### config.mk
export PLATFORM = sky130hd
export DESIGN_NAME = spi_ram_master
export DESIGN_NICKNAME = d
export VERILOG_FILES = /design/src/rtl/spi_ram_master.sv
export SDC_FILE = /design/constraint.sdc
export NUM_CORES = 1
export LEC_CHECK = 0
export CAP_MARGIN = 10
export CORE_ASPECT_RATIO = 1.5
export CORE_MARGIN = 10
export CORE_UTILIZATION = 58
export DETAILED_ROUTE_END_ITERATION = 10
export GPL_ROUTABILITY_DRIVEN = 1
export GPL_TIMING_DRIVEN = 0
export PLACE_DENSITY = 0.84
export SLEW_MARGIN = 20
export SYNTH_ARGS = -nofsm -noshare
export SYNTH_HDL_FRONTEND = slang
export SYNTH_SLANG_ARGS = --single-unit
### constraint.sdc
create_clock -name clk -period 4.83 [get_ports clk]
set_input_delay 0.966 -clock clk [delete_from_list [all_inputs] [get_ports clk]]
set_output_delay 0.966 -clock clk [all_outputs]
set_load 0.005 [all_outputs]
### src/rtl/spi_ram_master.sv
// SPI master for the slave+RAM top: serialises 11-bit frames on SS_n/MOSI
// and, for read-data frames, captures the returned byte from MISO.
module spi_ram_master #(
  parameter int READ_GAP = 2,
  parameter int IDLE_GAP = 1
) (
  input  logic       clk,
  input  logic       rst_n,
  input  logic       start,
  input  logic [1:0] cmd,
  input  logic [7:0] wdata,
  output logic       busy,
  output logic       done,
  output logic [7:0] rdata,
  output logic       rdata_valid,
  output logic       SS_n,
  output logic       MOSI,
  input  logic       MISO
);

  typedef enum logic [2:0] {
    IDLE, SEL, SHIFT, TAIL, WAIT, RECV, GAP
  } state_t;

  localparam logic [3:0] WAIT_INIT = 4'(READ_GAP - 2);
  localparam logic [3:0] GAP_INIT  = 4'(IDLE_GAP - 1);

  state_t      state_q, state_d;
  logic [3:0]  cnt_q, cnt_d;
  logic [10:0] frame_q;
  logic        rd_q;
  logic [7:0]  sr_q;

  always_comb begin
    state_d = state_q;
    cnt_d   = cnt_q;
    unique case (state_q)
      IDLE: if (start) state_d = SEL;
      SEL: begin
        state_d = SHIFT;
        cnt_d   = 4'd10;
      end
      SHIFT: begin
        if (cnt_q == 4'd0) state_d = TAIL;
        else cnt_d = cnt_q - 4'd1;
      end
      TAIL: begin
        if (!rd_q) begin
          state_d = GAP;
          cnt_d   = GAP_INIT;
        end else if (READ_GAP == 1) begin
          state_d = RECV;
          cnt_d   = 4'd0;
        end else begin
          state_d = WAIT;
          cnt_d   = WAIT_INIT;
        end
      end
      WAIT: begin
        if (cnt_q == 4'd0) begin
          state_d = RECV;
          cnt_d   = 4'd0;
        end else begin
          cnt_d = cnt_q - 4'd1;
        end
      end
      RECV: begin
        if (cnt_q == 4'd7) begin
          state_d = GAP;
          cnt_d   = GAP_INIT;
        end else begin
          cnt_d = cnt_q + 4'd1;
        end
      end
      GAP: begin
        if (cnt_q == 4'd0) state_d = IDLE;
        else cnt_d = cnt_q - 4'd1;
      end
      default: state_d = IDLE;
    endcase
  end

  // Outputs are registered from the next state so they change on the same
  // edge as the state they belong to.
  always_ff @(posedge clk or negedge rst_n) begin
    if (!rst_n) begin
      state_q     <= IDLE;
      cnt_q       <= 4'd0;
      frame_q     <= 11'd0;
      rd_q        <= 1'b0;
      sr_q        <= 8'h00;
      busy        <= 1'b0;
      done        <= 1'b0;
      rdata       <= 8'h00;
      rdata_valid <= 1'b0;
      SS_n        <= 1'b1;
      MOSI        <= 1'b0;
    end else begin
      state_q     <= state_d;
      cnt_q       <= cnt_d;
      busy        <= (state_d != IDLE);
      SS_n        <= !(state_d inside {SEL, SHIFT, TAIL, WAIT, RECV});
      done        <= (state_d == GAP) && (state_q != GAP);
      rdata_valid <= (state_q == RECV) && (state_d == GAP);
      MOSI        <= 1'b0;
      if (state_q == IDLE && start) begin
        frame_q <= {cmd[1], cmd, (cmd == 2'b11) ? 8'h00 : wdata};
        rd_q    <= &cmd;
      end
      if (state_d == SHIFT) begin
        MOSI    <= frame_q[10];
        frame_q <= {frame_q[9:0], 1'b0};
      end
      if (state_d == RECV) sr_q <= {sr_q[6:0], MISO};
      if (state_q == RECV && state_d == GAP) rdata <= sr_q;
    end
  end

endmodule

==> flow_summary_export.csv <==
group,metric,value,unit
power_and_ir_drop,power_density,595,mW/mm^2
yosys,synth.largest_area_cell,"dfrtp_1",
floorplan,ios,27,
setup_path,path_class,"in -> reg",
setup_path,cp-startpoint,"start",
sta,clock_skew,0.00846,ns
clock_network,numCtsBuffers,5,
sta,fin_crit,2.40,ns
yosys,ys_seq_area_share,49.7,%
layout,final_area,0.00245,sq mm
floorplan,fp.dieW,68.2,microns
sta,timing.hold.ws,0.508,ns
grt,grt.overflow.total,0,
drt,ant_nets,0,
floorplan,coreArea,0.00338,sq mm
yosys,syn_area_per_cell,10.9,sq um
floorplan,die_area,0.00629,sq mm
yosys,post-synth-top-count-cell,"dfrtp_1",
layout,fillers,248,
layout,n_antenna_cell,0,
layout,drive_above_1_share,22.7,%
layout,utilization,72.3,%
place,port_buffers,26,
sta,fmax,0.417,GHz
grt,grt_start_max_net_pins,28,
setup_path,rr_worst_depth,7,
clock_network,postCtsSetupRepairBufs,0,
setup_path,worstPathRequired,5.01,ns
sta,worstMarginPinSlew,0.557,ns
power_and_ir_drop,total_power,1.46,mW
yosys,synthFlopType,"dfrtp_1",
place,hpwl,3310,microns
drt,dr.pass1.iters,4,
grt,antenna_found_initial,0,
yosys,synth_top_area_share,48.4,%
yosys,syn_nets,201,
layout,final_net_count,235,
drt,avgViaCountPerCell,5.93,
setup_path,path_depth,6,
run,drv_cap,0,
setup_path,reg2reg_setup_slack,2.64,ns
drt,route.detailed.drc,0,
setup_path,cpMaxStageDelayCell,"clkdlybuf4s50_1",
clock_network,htreeDepth,2,
yosys,syn_area,0.00202,sq mm
sta,slew_violations,0,
setup_path,worst_r2r_endpoint,"frame_q[10]",
floorplan,rows,26,
clock_network,cts_resized,0,
yosys,synthArstFlopShare,100,%
clock_network,clk_pin_slew_worst_paths,0.07,ns
sta,setup_viol_count_final,0,
layout,fin_cells,262,
setup_path,cpLargestDelayFamily,"buffers and inverters",
setup_path,arrival,2.57,ns
power_and_ir_drop,vdd_ir_drop_max,0.396,mV
setup_path,reg2reg_from,"cnt_q[0]",
drt,wire_per_inst,16.8,microns
place,routabilityCongestion,0.892,
grt,grtUsageTotal,15.7,%
worst_hold_path,min-delay-start,"sr_q[7]",
setup_path,cp-start-kind,"input pin",
sta,rsz0062_at_grt,"false",
sta,slew_headroom,62.8,%
setup_path,endpoint_kind,"flop",
grt,grt_pass1_vias,1704,
setup_path,crit_path_frequent_cell,"nand2_1",
sta,finalSetupTns,0,ns
drt,vias,1553,
sta,worst_slack,2.43,ns
floorplan,die_h,92.2,microns
drt,drtIter0Drc,170,
yosys,synth-edff-count,0,
setup_path,cp_cell_sequence,"clkdlybuf4s50_1 > or4b_4 > buf_6 > nand2_1 > nand2_1 > mux2_2",
yosys,synth_cells,185,
place,postPlaceCellArea,0.00235,sq mm
sta,hold_viol,0,
place,pre_cts_slack,2.15,ns
yosys,ys_ff_latch,40,
layout,syn_to_final_growth,21.2,%
yosys,yosys_warnings,0,
clock_network,root_buffer,"clkbuf_8",
grt,grt_first_pass_wirelength,7760,microns
yosys,netlist_top_cells_count,"39 x dfrtp_1, 25 x nand2_1, 23 x mux2_2, 13 x nand3_1, 10 x o21ai_0",
floorplan,start_util,59.7,%
drt,totalWireLength,4410,microns
setup_path,worstPathMaxFanout,10,
layout,seq_area,0.00100,sq mm
worst_hold_path,hold_depth,1,
setup_path,critPathBufInv,2,
layout,multiInputGateArea,925,sq um
clock_network,ctsHoldBuffers,0,
place,dpl.cell_count,254,
setup_path,max_stage_delay,0.56,ns
clock_network,cts_sinks,40,
yosys,synth.area.top_cells,"dfrtp_1 48%, mux2_2 13%, nand2_1 4.6%",
yosys,synth_cell_types,50,
worst_hold_path,min_path_type,"reg -> reg",
sta,fin_crit_sh,49.6,%
setup_path,crit_path_end,"frame_q[3]",
power_and_ir_drop,p_leak,1.10,nW
clock_network,clk-insertion-delay-late,0.30,ns
status,run_status,"finished clean",
clock_network,cts_tree,"yes",
clock_network,clock_path_buffers,2,
==> state kept, by name, indices dropped and copies added, names as in the netlist <==
name / flops
cnt_q: 4
state_q: 3
frame_q: 11
done: 1
sr_q: 8
SS_n: 1
busy: 1
rdata: 8
MOSI: 1
rd_q: 1
rdata_valid: 1
==> where the power goes <==
part / switching [mW] / internal, mW / leakage [nW]
registers: 0.0754 / 0.452 / 0.519
logic: 0.361 / 0.338 / 0.535
clock network: 0.115 / 0.114 / 0.0510
==> final cells by class <==
type	count	share of cell area (%)
buffer	11	2.97
clock buffer	6	3.38
clock inverter	2	0.409
inverter	5	0.767
multi-input combinational	129	37.8
sequential	40	41.0
tap	42	2.15
timing repair buffer	27	11.6
==> kinds of logic (layout without fill, tap and decap cells) <==
family / Yosys count / after routing / synth area share (%)
AOI/OAI and AO/OA: 34 / 34 / 11.7
xor gates and xnor gates: 1 / 1 / 0.434
adders and majority gates: 2 / 2 / 1.24
buffers and inverters: 16 / 51 / 4.53
DFF: 40 / 40 / 49.7
muxes: 25 / 25 / 13.8
and+or+nand+nor: 67 / 67 / 18.7
==> cell usage in the layout (no fill, tap or decap), types with 3 or more instances in the layout <==
cell and n:
nor2b_1 4, clkdlybuf4s50_1 25, dfrtp_1 39, mux2_2 23, nand2b_1 3, inv_1 4, clkbuf_8 6, buf_2 5
o21ai_0 10, buf_6 3, a221o_1 3, nand2_1 25, nand3_1 13, nor2_1 3, a21oi_1 5
==> routing by layer <==
| layer | vias to the layer above | track usage (%) | wire, microns |
|---|---|---|---|
| li1 | 732 | - | - |
| met1 | 744 | 17.1 | 1630 |
| met2 | 60 | 25.5 | 2390 |
| met3 | 17 | 4.75 | 242 |
| met4 | 0 | 8.92 | 138 |
| met5 | - | 0 | 0 |
==> how the worst min path moves through the flow <==
stage / to / slack [ns]
after floorplan: frame_q[10] / 0.47
after global placement: frame_q[6] / 0.48
after detailed placement: rdata[2] / 0.50
after CTS: rdata[2] / 0.51
after global routing: rdata[4] / 0.53
final: sr_q[7] / 0.51
Note: power is estimated with default switching activity, not from simulation.
